**src/rtl/pipe_ctrl_pkg.sv**
```systemverilog
// Shared encodings for the pipeline stall/flush sequencer.
package pipe_ctrl_pkg;

  localparam int PIPE_REG_AW = 5;
  localparam int REG_ZERO    = 0;

  typedef enum logic [1:0] {
    ST_INIT     = 2'd0,
    ST_RUN      = 2'd1,
    ST_MEM_WAIT = 2'd2,
    ST_ERROR    = 2'd3
  } ctrl_state_e;

endpackage

```
**src/rtl/pipe_hazard_ctrl_hazard_detect.sv**
```systemverilog
// Load-use comparator: flags an ID instruction that reads the register a load in EX is about to write.
import pipe_ctrl_pkg::*;

module hazard_detect #(
  parameter int REG_AW = PIPE_REG_AW
) (
  input  logic [REG_AW-1:0] id_rs1,
  input  logic [REG_AW-1:0] id_rs2,
  input  logic              id_uses_rs1,
  input  logic              id_uses_rs2,
  input  logic [REG_AW-1:0] ex_rd,
  input  logic              ex_mem_read,
  output logic              load_use
);

  logic rs1_hit;
  logic rs2_hit;

  assign rs1_hit  = id_uses_rs1 && (id_rs1 == ex_rd);
  assign rs2_hit  = id_uses_rs2 && (id_rs2 == ex_rd);
  // x0 is hardwired to zero, so a load targeting it never creates a dependency
  assign load_use = ex_mem_read && (ex_rd != REG_AW'(REG_ZERO)) && (rs1_hit || rs2_hit);

endmodule

```
**src/rtl/pipe_hazard_ctrl.sv**
```systemverilog
// Stall/flush sequencer for the 5-stage pipeline: purge, load-use bubble, branch flush, memory freeze + watchdog.
// Optional performance counters are built when PIPE_HAZARD_PERF_CNT_EN is defined.
import pipe_ctrl_pkg::*;

module pipe_hazard_ctrl #(
  parameter int REG_AW      = PIPE_REG_AW,
  parameter int MEM_TIMEOUT = 255,
  parameter int CNT_W       = 32
) (
  input  logic              clk,
  input  logic              rst,
  input  logic [REG_AW-1:0] id_rs1,
  input  logic [REG_AW-1:0] id_rs2,
  input  logic              id_uses_rs1,
  input  logic              id_uses_rs2,
  input  logic [REG_AW-1:0] ex_rd,
  input  logic              ex_mem_read,
  input  logic              ex_branch_taken,
  input  logic              mem_req,
  input  logic              mem_ready,
  output logic              pc_en,
  output logic              ifid_en,
  output logic              idex_en,
  output logic              exmem_en,
  output logic              memwb_en,
  output logic              ifid_flush,
  output logic              idex_flush,
  output logic              mem_timeout_err,
  output logic [1:0]        ctrl_state
`ifdef PIPE_HAZARD_PERF_CNT_EN
  ,
  output logic [CNT_W-1:0]  stall_cycles,
  output logic [CNT_W-1:0]  flush_events
`endif
);

  localparam int WAIT_W = (MEM_TIMEOUT > 0) ? $clog2(MEM_TIMEOUT + 1) : 1;
  localparam logic [WAIT_W-1:0] WAIT_LAST = (MEM_TIMEOUT > 0) ? WAIT_W'(MEM_TIMEOUT - 1) : '0;
  localparam logic [WAIT_W-1:0] WAIT_MAX  = '1;

  ctrl_state_e       state;
  ctrl_state_e       state_nxt;
  logic [WAIT_W-1:0] wait_cnt;
  logic              load_use;
  logic              mem_stall;
  logic              br_flush;
  logic              wd_fire;

  hazard_detect #(.REG_AW(REG_AW)) u_hazard_detect (
    .id_rs1      (id_rs1),
    .id_rs2      (id_rs2),
    .id_uses_rs1 (id_uses_rs1),
    .id_uses_rs2 (id_uses_rs2),
    .ex_rd       (ex_rd),
    .ex_mem_read (ex_mem_read),
    .load_use    (load_use)
  );

  // Mealy decode; RUN and MEM_WAIT share one priority chain so a branch or
  // load-use held across a freeze takes effect in the release cycle.
  always_comb begin
    pc_en      = 1'b0;
    ifid_en    = 1'b0;
    idex_en    = 1'b0;
    exmem_en   = 1'b0;
    memwb_en   = 1'b0;
    ifid_flush = 1'b0;
    idex_flush = 1'b0;
    mem_stall  = 1'b0;
    br_flush   = 1'b0;
    state_nxt  = state;
    unique case (state)
      ST_INIT: begin
        ifid_flush = 1'b1;
        idex_flush = 1'b1;
        state_nxt  = ST_RUN;
      end
      ST_RUN, ST_MEM_WAIT: begin
        state_nxt = ST_RUN;
        if (mem_req && !mem_ready) begin
          mem_stall = 1'b1;
          state_nxt = ST_MEM_WAIT;
        end else if (ex_branch_taken) begin
          {pc_en, ifid_en, idex_en, exmem_en, memwb_en} = 5'b11111;
          ifid_flush = 1'b1;
          idex_flush = 1'b1;
          br_flush   = 1'b1;
        end else if (load_use) begin
          {pc_en, ifid_en, idex_en, exmem_en, memwb_en} = 5'b00111;
          idex_flush = 1'b1;
        end else begin
          {pc_en, ifid_en, idex_en, exmem_en, memwb_en} = 5'b11111;
        end
        if (wd_fire) state_nxt = ST_ERROR;
      end
      default: state_nxt = ST_ERROR;
    endcase
  end

  assign wd_fire    = (MEM_TIMEOUT > 0) && (state == ST_MEM_WAIT) && mem_stall && (wait_cnt == WAIT_LAST);
  assign ctrl_state = state;

  always_ff @(posedge clk or negedge rst) begin
    if (!rst) begin
      state           <= ST_INIT;
      wait_cnt        <= '0;
      mem_timeout_err <= 1'b0;
    end else begin
      state <= state_nxt;
      if (wd_fire) mem_timeout_err <= 1'b1;
      if (state == ST_RUN && mem_stall)
        wait_cnt <= '0;
      else if (state == ST_MEM_WAIT && mem_stall && wait_cnt != WAIT_MAX)
        wait_cnt <= wait_cnt + 1'b1;
    end
  end

`ifdef PIPE_HAZARD_PERF_CNT_EN
  logic active;
  assign active = (state == ST_RUN) || (state == ST_MEM_WAIT);

  always_ff @(posedge clk or negedge rst) begin
    if (!rst) begin
      stall_cycles <= '0;
      flush_events <= '0;
    end else begin
      if (active && !pc_en) stall_cycles <= stall_cycles + 1'b1;
      if (br_flush)         flush_events <= flush_events + 1'b1;
    end
  end
`endif

endmodule
```
**config.mk**
```make
export PLATFORM = sky130hd
export DESIGN_NAME = pipe_hazard_ctrl
export DESIGN_NICKNAME = d
export VERILOG_FILES = /design/src/rtl/pipe_ctrl_pkg.sv /design/src/rtl/pipe_hazard_ctrl_hazard_detect.sv /design/src/rtl/pipe_hazard_ctrl.sv
export SDC_FILE = /design/constraint.sdc
export NUM_CORES = 1
export LEC_CHECK = 0
export CORE_ASPECT_RATIO = 1.1
export CORE_MARGIN = 2
export CORE_UTILIZATION = 43
export DETAILED_ROUTE_END_ITERATION = 10
export PLACE_DENSITY = 0.79
export SLEW_MARGIN = 15
export SYNTH_ARGS = -nofsm -noshare
export SYNTH_HDL_FRONTEND = slang
export SYNTH_SLANG_ARGS = --single-unit
```
**constraint.sdc**
```tcl
create_clock -name clk -period 1.8 [get_ports clk]
set_input_delay 0.27 -clock clk [delete_from_list [all_inputs] [get_ports clk]]
set_output_delay 0.27 -clock clk [all_outputs]
set_load 0.02 [all_outputs]
```
Word-level counts from Yosys, hierarchy flattened

Cells that the tools add are included.

Register bits: 11
Input bits: 23

Add/sub/neg operators: 1
Equality and inequality tests: 6
Mux-type cells: 20
Reduce and logical (&&, ||, !) cells: 15

Operators with widths:

| cell                  | count |
|---|---|
| $mux W8               | 2 |
| $mux W1               | 13 |
| $eq A5 B5 Y1          | 2 |
| $logic_and A1 B1 Y1   | 9 |
| $add A8 B1 Y8 const B | 1 |
| $eq A8 B8 Y1 const B  | 1 |
| $ne A8 B8 Y1 const B  | 1 |
| $reduce_bool A5 Y1    | 1 |
| $mux W2               | 2 |
| $pmux W1 S2           | 2 |
| $pmux W2 S2           | 1 |
| $eq A2 B1 Y1 const B  | 1 |
| $eq A2 B2 Y1 const B  | 1 |
| $logic_not A2 Y1      | 1 |
| $reduce_bool A2 Y1    | 1 |
| $reduce_or A2 Y1      | 1 |
| $logic_not A1 Y1      | 1 |
| $logic_or A1 B1 Y1    | 1 |

Logic depth before layout (Yosys ltp)

Gate-level depths: netlist (run 1).

Depth in word-level cells: 8
Gate-level depth with buffers: 6
Gate-level depth less buffers: 6

Modules after synthesis

From an unflattened synthesis (run 1), not the netlist that was laid out.

Cells, all modules: 94
Area, all modules: 848.3 sq um

Modules (own cells, without submodules):

| module           | times used | cells an instance | area an instance (sq um) | seq. area each (sq um) |
|---|---|---|---|---|
| pipe_hazard_ctrl | 1          | 77                | 714.4                    | 275.3 |
| hazard_detect    | 1          | 17                | 133.9                    | 0.0 |

Worst setup path after synthesis (run 1)

Ideal clock, no wire load.

Path kind: reg2out
From: register state[0] (netlist: ctrl_state[0])
To: output port idex_flush
Arrival time: 1.905 ns
Required time: 1.530 ns
Path slack: -0.375 ns
Cell stages (with the launch flop): 7
Path buffers: 1
Path through: dfrtp_1 -> inv_1 -> ha_1 -> and2_1 -> buf_2 -> or3b_1 -> o22ai_1

Longest elaborated chain between the ends: 3
Elaborated cells on any way between the ends: 5
Those cells by class: eq/ne (2); mux (1); reduce/logical (2)

Ends and longest elaborated chain:

| item                                                | line                    | text |
|---|---|---|
| start: declaration                                  | pipe_hazard_ctrl.sv:41  | `ctrl_state_e state;` |
| start signal: assignment                            | pipe_hazard_ctrl.sv:109 | `state <= state_nxt;` |
| $eq A2 B2 Y1 / $eq A2 B1 Y1 (equally long branches) | pipe_hazard_ctrl.sv:72  | `unique case (state)` |
| $reduce_or A2 Y1                                    | pipe_hazard_ctrl.sv:72  |  |
| $pmux W1 S2 (*)                                     | pipe_hazard_ctrl.sv:72  |  |
| end: declaration                                    | pipe_hazard_ctrl.sv:27  | `output logic idex_flush,` |

Mark *: on every way between the ends. The rest lies on a longest branch, timed or not.

Worst setup path after layout (run 1)

From: register state[1] (netlist: ctrl_state[1])
To: output port idex_flush

The elaborated chain is that of the path after synthesis.

==> summary.md, run 1 <==
| Metric | Value |
|---|---|
| Status | `finished with violations` |
| Syn Nets | `121` |
| Placed inst area | `roughly 1300 sq um` |
| Die width | `46.45 um` |
| Failing checks | `negative setup slack` |
| Max Cap Violations | `0` |
| Final setup TNS | `-337.3 ps` |
| CTS max path bufs | `2` |
| R2r startpoint | `ctrl_state[0]` |
| Cts bufs inserted | `3` |
| Critical Path Fanout Max | `2` |
| Total routed wire length on the met1 layer | `a little under 800 um` |
| # setup viols final | `4` |
| Top Metal Used | `met4` |
| Headroom to the max-slew limit | `67.51%` |
| CP peak stage delay | `380 ps` |
| RSZ-0062 raised after global routing | `true` |
| Reg2Reg Setup Slack | `80 ps` |
| Largest net degree at the start of global routing | `12` |
| Avg WL per Cell | `14.21 um` |
| Fin crit share | `109.7%` |
| Leak | `0.5999 nW` |
| Power Dens Cells | `374.0 nW/um^2` |
| Htree depth | `1` |
| VDD IR-drop max | `389.2 uV` |
| Seq/Total Area, Yosys | `32.31%` |
| Post-DRT Antenna Nets | `0` |
| Core ar. | `between 1500 and 2000 sq um` |
| Inst Count DP | `160` |
| Worst setup EP type | `output port` |
| Root buffer cell | `clkbuf_4` |
| Fin Clk Skew | `between 3 and 4 ps` |
| First-pass GRT wire length | `3.877 mm` |
| # DRC | `0` |
| Area Growth Syn to Fin | `58.44%` |
| Clock Pin Slew Worst Setup and Hold Paths | `70 ps` |
| Max-slew violation count | `0` |
| Die H | `50.69 um` |
| CP startpoint kind | `flop` |
| Cells after synthesis | `92` |
| Drt first pass iters | `4` |
| N_diodes | `0` |
| Routed wire length | `roughly 2.3 mm` |
| CTS tree | `built` |
| Syn_area_per_cell | `9.262 sq um` |
| Sink Count | `11` |
| Initial core utilization | `46.77%` |
| Synth cell types | `36` |
| Hold_buf cts | `0` |
| DR vias/cell | `5.255` |
| Final Hold Viols | `0` |
| Remaining global-route overflow | `0` |
| Ys flop type | `dfrtp_1` |
| Hold Crit Class | `in2async` |
| Clock latency at the later pin of the worst-skew pair | `270 ps` |
| WP data required | `1530 ps` |
| Die area | `about 2400 sq um` |
| Post-synthesis cell area | `852.1 sq um` |
| I/O pin total | `33` |
| Finished Cell Area | `1350 sq um` |
| Nets@finish | `about 170` |
| Routed wl met3 | `235 um` |
| Post-DP HPWL | `1.907 mm` |
| Worst r2r dst | `wait_cnt[7]` |
| Slowest-stage cell, CP | `or3b_4` |
| #FFs+latches synth | `11` |
| Antenna violations before repair | `0` |
| Initial DRC count | `12` |
| Reg2reg path depth | `8` |
| YS warnings | `0` |
| All-layer global routing usage | `23.20%` |
| CP Class | `reg2out` |
| Setup ws final | `-174.0 ps` |
| Share of layout cells above drive strength 1 | `35.51%` |
| Worst-margin pin slew | `485.8 ps` |
| Post-Place Worst Slack | `-883.8 ps` |
| Min Tclk post-route | `1974 ps` |
| Row count | `16` |
| Hold_ws | `approximately 320 ps` |
| Vias in the first global route | `around 950` |
| Post-synth EDFFs | `0` |
| Vias post-DR | `867` |
| RePlAce Congestion | `0.8164` |
| Cells along the critical path | `inv_2, ha_4, and2_4, or3b_4, o22ai_4, buf_6` |
| Port bufs | `32` |
| Maximum clock rate | `0.5066 GHz` |
| CP arrival | `roughly 1700 ps` |
| Async SR Flop Fraction | `100.0%` |
| Routed wl met2 | `1.249 mm` |
| Layout Cells excl Fill | `165` |
==> area by class of cell <==
cell class	instances	area, sq um
Multi-Input combinational cell	73	613.1
Fill cell	138	471.7
Timing Repair Buffer	46	384.1
Sequential cell	11	277.8
Tap cell	27	33.78
Clock buffer	4	26.28
Inverter	4	15.01
==> where the power goes <==
group          total, mW  switching [mW]  internal (mW)
clock network      0.169          0.0826         0.0860
registers          0.249         0.00126          0.248
logic             0.0868          0.0371         0.0497
==> per-stage QoR <==
step,utilization (%),total power [mW]
floorplan,-,0.2778
global route,74.11,0.5319
finish,74.11,0.5049
global placement,71.91,0.3417
CTS,74.93,0.5125
detailed placement,71.91,0.3465
==> flip-flops by register name, summed over array words and instances (netlist names) <==
signal	cells
wait_cnt	8
ctrl_state	2
mem_timeout_err	1
==> layer usage <==
metal | track usage [%] | vias up
met1 | 23.09 | 396
met5 | 0 | -
met4 | 14.29 | 0
met2 | 42.36 | 45
met3 | 3.237 | 7
li1 | - | 419
==> Yosys cell counts, types with 2 or more instances <==
library cell / number / area (sq um)
or4_1: 2 / 15.01
buf_4: 3 / 22.52
nand2_1: 6 / 22.52
nand4_1: 2 / 12.51
o211ai_1: 2 / 15.01
xnor2_1: 3 / 26.28
nor4_1: 2 / 12.51
inv_1: 4 / 15.01
xor2_1: 12 / 105.1
ha_1: 6 / 75.07
and2_1: 2 / 12.51
nand3_1: 2 / 10.01
o21ai_0: 2 / 10.01
nor2_1: 8 / 30.03
dfrtp_1: 11 / 275.3
a21oi_1: 5 / 25.02
==> placed cells by master (no fill, tap or decap), drive strengths merged, types with 2 or more instances in the layout <==
master / synthesis / routed
dfrtp: 11 / 11
clkdlybuf4s15: 0 / 2
xnor2: 3 / 3
clkbuf: 0 / 4
dlygate4sd2: 0 / 9
xor2: 12 / 12
nand3: 2 / 2
nand2: 6 / 6
or4: 2 / 2
nor2: 8 / 8
a21oi: 5 / 5
nand4: 3 / 3
o21ai: 3 / 3
clkdlybuf4s50: 0 / 11
o211ai: 2 / 2
ha: 6 / 6
nor4: 2 / 2
buf: 4 / 24
and2: 3 / 3
inv: 4 / 4
==> critical path: cells and delay by family, from the launching register on <==
| family | cells | cell delay, ps |
|---|---|---|
| AO/OA/AOI/OAI | 1 | 110 |
| adder cells (fa/ha/maj) | 1 | 260 |
| buffers and inverters | 2 | 190 |
| flip-flops | 1 | 370 |
| AND/OR/NAND/NOR | 2 | 510 |
==> cell families after synthesis <==
group                    after synthesis  share of synthesized area, %
flip-flops                            11                         32.30
adder cells (fa/ha/maj)                6                         8.810
buffers and inverters                  8                         4.991
XOR/XNOR                              15                         15.42
AO/OA/AOI/OAI                         17                         13.66
AND/OR/NAND/NOR                       35                         24.82
==> worst max-delay path by stage <==
stage	from	endpoint	slack, ps	cells past startpoint
2_1_floorplan	ctrl_state[0]	idex_flush	-80	6
5_1_grt	ctrl_state[1]	idex_flush	-250	6
3_5_place_dp	ex_rd[3]	idex_flush	-880	7
3_3_place_gp	ex_rd[3]	idex_flush	-760	7
6_report	ctrl_state[1]	idex_flush	-170	6
4_1_cts	ctrl_state[0]	idex_flush	-180	6
==> what timing repair did <==
| action | CTS | global route |
|---|---|---|
| endpoints found under the hold margin | 0 | 0 |
| buffers inserted | 1 | 0 |
| resized for setup | 65 | 4 |
| setup endpoints to repair | 7 | 10 |
| pin swaps | 12 | 3 |
Power figures use the tool's default switching activity.
==> inputs of run 2 (changes only) <==
Settings changed: CAP_MARGIN from default to 10.
==> results of run 2 <==
No change in the layout: final DEF, timing and power equal those of run 1.
==> inputs of run 3 (changes only) <==
Settings changed: ABC_CLOCK_PERIOD_IN_PS from default to 2500, CORE_UTILIZATION 43 to 46, PLACE_DENSITY 0.79 to 0.84.
Clock period 1.8 ns to 2.5 ns, I/O delays scaled along.
==> run 3 against run 2 <==
The run now ends clean. Clock skew is essentially flat. Total power down 26%. Register-to-register slack better by 650 ps. Flip-flop and latch count unchanged. Non-clock buffer count decreased by 11. Core utilization is 5.6 points lower. Worst hold slack better by 110 ps. Clock power down 25%. Final area down 11%. Largest cell class unchanged.
==> summary.md, run 3 (same netlist as run 1, synthesis figures left out) <==
| Metric | Value |
|---|---|
| Status | `completed (was finished with violations)` |
| Worst-margin pin slew | `552.8 ps (was 485.8 ps)` |
| Worst path buffer plus inverter count | `3 (was 2)` |
| Reg area | `275.3 sq um (was 277.8 sq um)` |
| VDD IR-drop max | `205.0 uV (was 389.2 uV)` |
| Path length in cells of the critical path | `5 (was 6)` |
| R2r startpoint | `ctrl_state[0] (unchanged)` |
| Finished Cell Area | `1206 sq um (was 1350 sq um)` |
| Hold Crit Class | `in2async (unchanged)` |
| CTS tree | `built (unchanged)` |
| Hold_ws | `432.7 ps (was 322.7 ps)` |
| Commonest non-fill, non-tap cells in the layout | `clkdlybuf4s50_1 (28), xor2_1 (12), dfrtp_1 (11), nor2_1 (8) (was buf_4 (14), xor2_1 (11), clkdlybuf4s50_1 (11), dlygate4sd2_1 (9), dfrtp_1 (9))` |
| Biggest register | `wait_cnt (unchanged)` |
| Hold_buf cts | `0 (unchanged)` |
| RSZ-0062 raised after global routing | `false (was true)` |
| RePlAce Congestion | `0.8398 (was 0.8164)` |
| Headroom to the max-slew limit | `63.01% (was 67.51%)` |
| Worst Setup EP | `idex_en (was idex_flush)` |
| Final Hold Viols | `0 (unchanged)` |
| Initial DRC count | `2 (was 12)` |
| Clock Pin Slew Worst Setup and Hold Paths | `70 ps (about the same)` |
| CP peak stage delay | `600 ps (was 380 ps)` |
| Inst Count DP | `140 (was 160)` |
| Min Tclk post-route | `2361 ps` |
| Fin Clk Skew | `3.449 ps (was 3.345 ps)` |
| Placed inst area | `1182 sq um (was 1310 sq um)` |
| Reg2reg path depth | `6 (was 8)` |
| Critical Path Fanout Max | `7 (was 2)` |
| DR vias/cell | `5.572 (was 5.255)` |
| Reg2Reg Setup Slack | `730 ps (was 80 ps)` |
| Max Cap Violations | `0 (unchanged)` |
| Remaining global-route overflow | `0 (unchanged)` |
| Share of layout cells above drive strength 1 | `13.39% (was 35.51%)` |
| Vias post-DR | `808 (was 867)` |
| Port bufs | `32 (unchanged)` |
| All-layer global routing usage | `19.33% (was 23.20%)` |
| Sink Count | `11 (unchanged)` |
| Area of the multi-input gates | `540.5 sq um (was 613.1 sq um)` |
| Fin crit share | `94.44%` |
| Die width | `45.04 um (was 46.45 um)` |
| Drt first pass iters | `4 (unchanged)` |
| WP data required | `2120 ps (was 1530 ps)` |
| Commonest non-fill, non-tap cell in the layout | `clkdlybuf4s50_1 (was buf_4)` |
| Cts bufs inserted | `3 (unchanged)` |
| CP startpoint kind | `flop (unchanged)` |
| Max reg flops | `8 (unchanged)` |
| # setup viols final | `0 (was 4)` |
| Die H | `49.14 um (was 50.69 um)` |
| Cells along the critical path | `inv_1, ha_1, and2_1, buf_4, clkdlybuf4s50_1 (was inv_2, ha_4, and2_4, or3b_4, o22ai_4, buf_6)` |
| Power Dens Cells | `307.7 nW/um^2 (was 374.0 nW/um^2)` |
| N_diodes | `0 (unchanged)` |
| Worst setup EP type | `output port (unchanged)` |
| Nets@finish | `157 (was 168)` |
| Layout Cells excl Fill | `145 (was 165)` |
| Post-DRT Antenna Nets | `0 (unchanged)` |
| CTS max path bufs | `2 (unchanged)` |
| Die area | `2213 sq um (was 2354 sq um)` |
| Htree depth | `1 (unchanged)` |
| Maximum clock rate | `0.4236 GHz` |
| Antenna violations before repair | `0 (unchanged)` |
| Avg WL per Cell | `14.21 um (about the same)` |
| Max-slew violation count | `0 (unchanged)` |
| CP arrival | `1990 ps (was 1700 ps)` |
| # DRC | `0 (unchanged)` |
| Core ar. | `1762 sq um (was 1822 sq um)` |
| I/O pin total | `33 (unchanged)` |
| Largest net degree at the start of global routing | `12 (unchanged)` |
| CP top delay family | `buffers and inverters (was simple AND/OR/NAND/NOR gates)` |
| Leak | `0.5226 nW (was 0.5999 nW)` |
| First-pass GRT wire length | `3.243 mm (was 3.877 mm)` |
| Critical Path Start | `ctrl_state[0] (was ctrl_state[1])` |
| CP Class | `reg2out (unchanged)` |
| Tot Pwr | `0.3712 mW (was 0.5049 mW)` |
| Clock latency at the later pin of the worst-skew pair | `280 ps (was 270 ps)` |
| Routed wire length | `2.061 mm (was 2.344 mm)` |
| Worst r2r dst | `wait_cnt[7] (unchanged)` |
| Area Growth Syn to Fin | `41.56% (was 58.44%)` |
| Finished Core Util | `68.47% (was 74.11%)` |
| Vias in the first global route | `786 (was 946)` |
| Row count | `16 (unchanged)` |
| Initial core utilization | `48.37% (was 46.77%)` |
| Slowest-stage cell, CP | `clkdlybuf4s50_1 (was or3b_4)` |
| Post-DP HPWL | `1.661 mm (was 1.907 mm)` |
| Root buffer cell | `clkbuf_4 (unchanged)` |
| Fill cells | `154 (was 138)` |
run 3: changes by cell type in the layout (fill, tap and decap cells not counted), moves of 3 or more:
cell,previous run,this run
buf_6,3,0
clkdlybuf4s50_1,11,28
clkbuf_2,0,3
buf_4,14,3
buf_2,7,0
dlygate4sd2_1,9,1
run 3: power breakdown:
part,leakage [nW],internal [mW],switching (mW)
combinational,0.368,0.0429,0.0231
sequential,0.140,0.179,0.000793
clock,0.0150,0.0619,0.0639
run 3: cell type report:
class / count / share of cell area [%]
Tap cell: 18 / 1.867
Multi-Input combinational cell: 73 / 44.81
Sequential cell: 11 / 22.82
Timing Repair Buffer: 35 / 27.07
Inverter: 4 / 1.245
Clock buffer: 4 / 2.178
run 3: worst min path at each step:
| stage | from | end | depth (start not counted) |
|---|---|---|---|
| finish | rst | wait_cnt[5] | 1 |
| global route | rst | wait_cnt[5] | 1 |
| CTS | rst | wait_cnt[5] | 1 |
| detailed placement | mem_timeout_err | mem_timeout_err | 1 |
| global placement | mem_timeout_err | mem_timeout_err | 1 |
| floorplan | rst | ctrl_state[0] | 0 |
run 3: what timing repair did:
item	in CTS	in global routing
endpoints found under the hold margin	0	0
cloned	0	0
resized for setup	9	3
buffers inserted	1	0
endpoints found under the setup margin	4	3
pin swaps	2	0
run 3: worst register-to-register path, stage by stage (launching register included):
cell and delay [ps]:
dfrtp_1 410, inv_1 100, ha_1 190, and3b_2 260, o21ai_2 110, or4_1 480, a21oi_1 150
run 3: metrics by stage:
step | setup slack (ps) | TNS, ps
6_report | 139.1 | 0
5_1_grt | 15.57 | 0
4_1_cts | 6.609 | 0
3_5_place_dp | -288.3 | -849.7
3_3_place_gp | -224.0 | -645.3
2_1_floorplan | 219.7 | 0
run 3: metal layers:
metal,vias to the layer above,share of wire (%),track usage [%]
met5,-,0,0
met4,0,1.6,5.882
met3,5,9.9,4.074
met2,31,52,35.48
met1,378,37,21.14
li1,394,-,-
